## src/rtl/spi_pkg.sv

```systemverilog
// rtl/spi_pkg.sv - shared types and constants for the SPI word slave
package spi_pkg;

  localparam int DATA_W_MIN = 4;
  localparam int DATA_W_MAX = 32;

  typedef enum logic {
    IDLE  = 1'b0,
    SHIFT = 1'b1
  } spi_state_e;

endpackage

```

## src/rtl/spi_sync2.sv

```systemverilog
// rtl/spi_sync2.sv - two-flop synchronizer with a parameterised reset value
module spi_sync2 #(
  parameter logic RST_VAL = 1'b0
) (
  input  logic clk,
  input  logic rst,
  input  logic d_i,
  output logic q_o
);

  logic meta_q;
  logic sync_q;

  always_ff @(posedge clk) begin
    if (rst) begin
      meta_q <= RST_VAL;
      sync_q <= RST_VAL;
    end else begin
      meta_q <= d_i;
      sync_q <= meta_q;
    end
  end

  assign q_o = sync_q;

endmodule

```

## src/rtl/spi_word_slave.sv

```systemverilog
// rtl/spi_word_slave.sv - SPI slave moving DATA_W-bit words with a tx holding register
// SPI_SLAVE_LOOPBACK_EN: underrun sends ~rx_data instead of all zeros.
module spi_word_slave
  import spi_pkg::*;
#(
  parameter int   DATA_W = 8,
  parameter logic CPOL   = 1'b0,
  parameter logic CPHA   = 1'b0
) (
  input  logic              clk,
  input  logic              rst,
  input  logic              ss,
  input  logic              sck,
  input  logic              mosi,
  output logic              miso,
  input  logic [DATA_W-1:0] tx_data,
  input  logic              tx_valid,
  output logic              tx_ready,
  output logic [DATA_W-1:0] rx_data,
  output logic              rx_valid,
  output logic              busy,
  output logic              underrun,
  output logic              abort,
  input  logic              clr_status
);

  localparam int CNT_W = $clog2(DATA_W);
  localparam logic [CNT_W-1:0] LAST_BIT = CNT_W'(DATA_W - 1);

  logic ss_s, sck_s, mosi_s;
  logic ss_prev_q, sck_prev_q;

  spi_sync2 #(.RST_VAL(1'b1)) u_sync_ss   (.clk(clk), .rst(rst), .d_i(ss),   .q_o(ss_s));
  spi_sync2 #(.RST_VAL(CPOL)) u_sync_sck  (.clk(clk), .rst(rst), .d_i(sck),  .q_o(sck_s));
  spi_sync2 #(.RST_VAL(1'b0)) u_sync_mosi (.clk(clk), .rst(rst), .d_i(mosi), .q_o(mosi_s));

  spi_state_e        state_q, state_d;
  logic [CNT_W-1:0]  cnt_q, cnt_d;
  logic [DATA_W-2:0] rx_sr_q, rx_sr_d;
  logic [DATA_W-1:0] rx_data_q, rx_data_d;
  logic [DATA_W-1:0] tx_sr_q, tx_sr_d;
  logic [DATA_W-1:0] hold_q, hold_d;
  logic              hold_full_q, hold_full_d;
  logic              done_q, done_d;
  logic              underrun_q, underrun_d;
  logic              abort_q, abort_d;
  logic              word_start;
  logic [DATA_W-1:0] default_word;

  logic lead_edge, trail_edge, sample_edge, shift_edge, ss_fall, ss_rise;

  assign lead_edge   = (sck_s != CPOL) && (sck_prev_q == CPOL);
  assign trail_edge  = (sck_s == CPOL) && (sck_prev_q != CPOL);
  assign sample_edge = CPHA ? trail_edge : lead_edge;
  assign shift_edge  = CPHA ? lead_edge : trail_edge;
  assign ss_fall     = ss_prev_q && !ss_s;
  assign ss_rise     = !ss_prev_q && ss_s;

`ifdef SPI_SLAVE_LOOPBACK_EN
  assign default_word = ~rx_data_q;
`else
  assign default_word = '0;
`endif

  always_comb begin
    state_d     = state_q;
    cnt_d       = cnt_q;
    rx_sr_d     = rx_sr_q;
    rx_data_d   = rx_data_q;
    tx_sr_d     = tx_sr_q;
    hold_d      = hold_q;
    hold_full_d = hold_full_q;
    done_d      = 1'b0;
    underrun_d  = underrun_q & ~clr_status;
    abort_d     = abort_q & ~clr_status;
    word_start  = 1'b0;

    case (state_q)
      IDLE: begin
        if (ss_fall) begin
          state_d    = SHIFT;
          word_start = 1'b1;
        end
      end
      SHIFT: begin
        if (ss_rise) begin
          state_d = IDLE;
          cnt_d   = '0;
          if (cnt_q != '0) abort_d = 1'b1;
        end else begin
          word_start = done_q;
          if (sample_edge) begin
            rx_sr_d = {rx_sr_q[DATA_W-3:0], mosi_s};
            if (cnt_q == LAST_BIT) begin
              cnt_d     = '0;
              rx_data_d = {rx_sr_q, mosi_s};
              done_d    = 1'b1;
            end else begin
              cnt_d = cnt_q + 1'b1;
            end
          end
          // cnt_q == 0 on a shift edge is either the MSB-presenting edge or the
          // edge after the last bit, when the next word may already be loaded.
          if (shift_edge && (cnt_q != '0)) tx_sr_d = {tx_sr_q[DATA_W-2:0], 1'b0};
        end
      end
      default: state_d = IDLE;
    endcase

    if (word_start) begin
      if (hold_full_q) begin
        tx_sr_d     = hold_q;
        hold_full_d = 1'b0;
      end else begin
        tx_sr_d    = default_word;
        underrun_d = 1'b1;
      end
    end

    // Only possible when the holding register was empty, so it never collides
    // with a word-start transfer out of it.
    if (tx_valid && !hold_full_q) begin
      hold_d      = tx_data;
      hold_full_d = 1'b1;
    end
  end

  always_ff @(posedge clk) begin
    if (rst) begin
      ss_prev_q   <= 1'b1;
      sck_prev_q  <= CPOL;
      state_q     <= IDLE;
      cnt_q       <= '0;
      rx_sr_q     <= '0;
      rx_data_q   <= '0;
      tx_sr_q     <= '0;
      hold_q      <= '0;
      hold_full_q <= 1'b0;
      done_q      <= 1'b0;
      underrun_q  <= 1'b0;
      abort_q     <= 1'b0;
    end else begin
      ss_prev_q   <= ss_s;
      sck_prev_q  <= sck_s;
      state_q     <= state_d;
      cnt_q       <= cnt_d;
      rx_sr_q     <= rx_sr_d;
      rx_data_q   <= rx_data_d;
      tx_sr_q     <= tx_sr_d;
      hold_q      <= hold_d;
      hold_full_q <= hold_full_d;
      done_q      <= done_d;
      underrun_q  <= underrun_d;
      abort_q     <= abort_d;
    end
  end

  assign busy     = (state_q == SHIFT);
  assign miso     = busy & tx_sr_q[DATA_W-1];
  assign tx_ready = ~hold_full_q;
  assign rx_data  = rx_data_q;
  assign rx_valid = done_q;
  assign underrun = underrun_q;
  assign abort    = abort_q;

endmodule

```

## config.mk

```make
export PLATFORM = sky130hd
export DESIGN_NAME = spi_word_slave
export DESIGN_NICKNAME = d
export VERILOG_FILES = /design/src/rtl/spi_pkg.sv /design/src/rtl/spi_sync2.sv /design/src/rtl/spi_word_slave.sv
export SDC_FILE = /design/constraint.sdc
export NUM_CORES = 1
export LEC_CHECK = 0
export BUFFER_PORTS_ARGS = -buffer_cell sky130_fd_sc_hd__buf_2
export CAP_MARGIN = 20
export CORE_MARGIN = 4
export CORE_UTILIZATION = 55
export CTS_BUF_LIST = sky130_fd_sc_hd__clkbuf_2
export DETAILED_ROUTE_END_ITERATION = 8
export MAX_ROUTING_LAYER = met4
export PLACE_DENSITY_LB_ADDON = 0.1
export SLEW_MARGIN = 40
export SYNTH_ARGS = -nofsm -noshare
export SYNTH_HDL_FRONTEND = slang
export SYNTH_HIERARCHICAL = 1
export SYNTH_SLANG_ARGS = --single-unit
```

## constraint.sdc

```tcl
create_clock -name clk -period 4.4 [get_ports clk]
set_clock_uncertainty 0.15 [all_clocks]
set_input_delay 0.22 -clock clk [delete_from_list [all_inputs] [get_ports clk]]
set_output_delay 0.22 -clock clk [all_outputs]
set_load 0.02 [all_outputs]
```

==> flow_metrics.tcl <==
set metrics [dict create \
    root_buffer "clkbuf_2" \
    yosysMostFrequentCell "dfxtp_1" \
    yosys-top-cells-area "dfxtp_1, a21oi_1, nand2_1" \
    area_growth_pct 15.56 \
    gr-usage-met1 0.2329 \
    fmax_ghz 0.5072 \
    synth_edf_count 0 \
    cts_setup_buffers 0 \
    grt.overflow.total 0 \
    antenna_found_initial 0 \
    cp_max_fo 18 \
    synth-seq-area-share 0.5023 \
    n_fill_cell 283 \
    htree_levels 2 \
    max_cap_violations 0 \
    drtPass1Iterations 4 \
    grt_pass1_wl_mm 6.244 \
    portBuffers 28 \
    crit_path_cell_trace "and3b_1 > and2_1 > mux2i_1 > nor2_1" \
    dpl-instance-area_um2 1973 \
    p_sw_frac 0.2409 \
    stdcell_area_um2 2165 \
    period_needed_ns 1.972 \
    cp_data_arrival_time_ns 2.14 \
    drtIter0Drc 93 \
    gp_congestion 0.8084 \
    total_power_uw 744.6 \
    slew_viol_final 0 \
    initial_utilization 0.5940 \
    synthArstFlopShare 0 \
    critPathLaunchType "flop" \
    cts.sinks 47 \
    p_per_area_nw_per_um2 344.0 \
    coreArea_um2 3153 \
    netlist_area_um2 1873 \
    slowest_delay_ns 0.62 \
    synthCells 201 \
    clkPwrFrac 0.302 \
    grt.met2_usage 0.3061 \
    cts_inserted_buffers 5 \
    post-route-drc-count 0 \
    wl_per_cell_um 12.93 \
    hold_buffers 12 \
    routed_wl_mm 3.620 \
    clkLatencyLatePin_ns 0.42 \
    drive_above_1_share 0.2161 \
    synth_flop_cell "dfxtp_1" \
    drtAntennaViolNets 0 \
    ir_drop_mv 0.2715 \
    grt_start_max_net_pins 48 \
    yosys.area.top_type "dfxtp_1" \
    use_met3 0.06122 \
    netlist.area_leader.share 0.5023 \
    n_antenna_cell 0 \
    endpoint_kind "flop" \
    seq_power_share 0.607 \
    crit_slowest_cell "and2_1" \
    placedCellCount 261 \
    avgSynthCellArea_um2 9.319 \
    hold_path_class "input pin to flop" \
    clkTransAtPathRegs_ns 0.22 \
    power_switching_uw 179.4 \
    placementRows 20 \
    hold_viol_final 0 \
    final_cells 280 \
    globalRouteTotalUtil 0.1929 \
    cp.required_ns 4.57 \
    final-seq-area_um2 940.9 \
    vias_per_cell 5.271 \
    crit_type "flop to flop" \
    synthesis.nets 219 \
    rsz0062_at_grt "no" \
    worstRegToRegCells 4 \
    layout.nets 254 \
    leakage_nw 0.8285 \
    first_global_vias 1414 \
    cts_tree "yes" \
    hold_depth 2 \
    multiInputGateArea_um2 820.8 \
    slew_headroom 0.5064 \
    tns_ns 0 \
    clk_path_buf_depth 2 \
    dieArea_um2 4403 \
    die_h_um 66.36 \
    hpwl_mm 2.466 \
    intPower_uw 565.2 \
    synth_cell_types 32 \
    post-route-util 0.6865 \
    synth_seq_cells 47 \
    yosysWarnings 6 \
    p_comb_frac 0.091 \
    period_share 0.4481 \
    synthTopCellsByCount "dfxtp_1, nand2_1, a21oi_1, nand3_1, nor2_1" \
    fp.dieW_um 66.36 \
    setup_viol_count_final 0 \
    num_vias 1476 \
    outcome "finished, final reports clean" \
    ff2ff_setup_slack_ns 2.43 \
    cts-resized-gates 0 \
    grt-busiest-layer "met2" \
    io_pins 29 \
    tightest_slew_ns 0.7404 \
]
==> area by class of cell <==
class / instances / area share
tap: 44 / 0.02543
timing repair buffer: 40 / 0.1214
clock inverter: 2 / 0.01734
inverter: 6 / 0.01040
multi-input combinational: 136 / 0.3792
sequential: 47 / 0.4347
clock buffer: 5 / 0.01156
==> flip-flops by register name (all words and copies together) (netlist names), 3 cells and up <==
register  count
cnt_q         3
hold_q        8
rx_data       8
rx_sr_q       7
tx_sr_q       8
==> path summary, 6_finish.rpt <==
| path | end | from |
|---|---|---|
| setup / recovery | rx_sr_q[4] | busy |
| hold reg to reg | u_sync_ss/q_o | u_sync_ss/meta_q |
| hold / removal | sck_prev_q | rst |
| setup reg to reg | rx_sr_q[4] | busy |
==> critical path, delay by kind of cell, from the launching register on <==
family / cells / cell delay (ns)
DFF: 1 / 0.53
muxes: 1 / 0.28
and+or+nand+nor: 3 / 0.92
==> logic make-up after synthesis <==
logic type,Yosys count,share of synthesized area
buf+inv,18,0.06279
simple gates,83,0.2078
compound gates,43,0.1697
flops,47,0.5023
mux,7,0.03741
fa+ha+maj,3,0.02004
==> metal layers <==
metal  wire length, µm  vias to the layer above  part of all wire
met1              1713                      671              0.47
met4                48                        0             0.013
met5                 0                        -                 0
met3               182                        5             0.050
li1                  -                      761                 -
met2              1675                       39              0.46
==> placed cells by master, fill, tap and decap left out, drive strengths merged <==
| master | synthesis | routed |
|---|---|---|
| inv | 6 | 6 |
| a22oi | 4 | 4 |
| nand2 | 32 | 32 |
| and2b | 1 | 1 |
| nor3b | 1 | 1 |
| and2 | 3 | 3 |
| a21bo | 1 | 1 |
| buf | 7 | 28 |
| dfxtp | 47 | 47 |
| dlygate4sd3 | 0 | 12 |
| o21ai | 1 | 1 |
| a311o | 1 | 1 |
| a31oi | 1 | 1 |
| or2 | 3 | 3 |
| and3b | 1 | 1 |
| bufinv | 0 | 1 |
| a32oi | 1 | 1 |
| or2b | 1 | 1 |
| nor2b | 6 | 6 |
| nor2 | 16 | 16 |
| mux2i | 7 | 7 |
| nand2b | 2 | 2 |
| a21oi | 26 | 26 |
| a31o | 1 | 1 |
| clkbuf | 5 | 5 |
| clkinvlp | 0 | 1 |
| ha | 3 | 3 |
| a311oi | 7 | 7 |
| nand3 | 17 | 17 |
==> stage by stage <==
step	worst slack [ns]	hold WS [ns]
after detailed placement	2.438	0.2567
after floorplan	2.702	0.1416
final	2.428	0.06519
after CTS	2.439	0.06636
after global routing	2.299	0.03953
after global placement	2.540	0.2475
==> power groups by stage <==
stage                     registers (mW)  logic (mW)  clock network, mW
after floorplan                    0.457      0.0508                  0
after global placement             0.459      0.0572                  0
after detailed placement           0.460      0.0595                  0
after CTS                          0.452      0.0679              0.231
after global routing               0.455      0.0762              0.248
final                              0.452      0.0680              0.225
No activity file was read; power rests on OpenSTA's default activity.
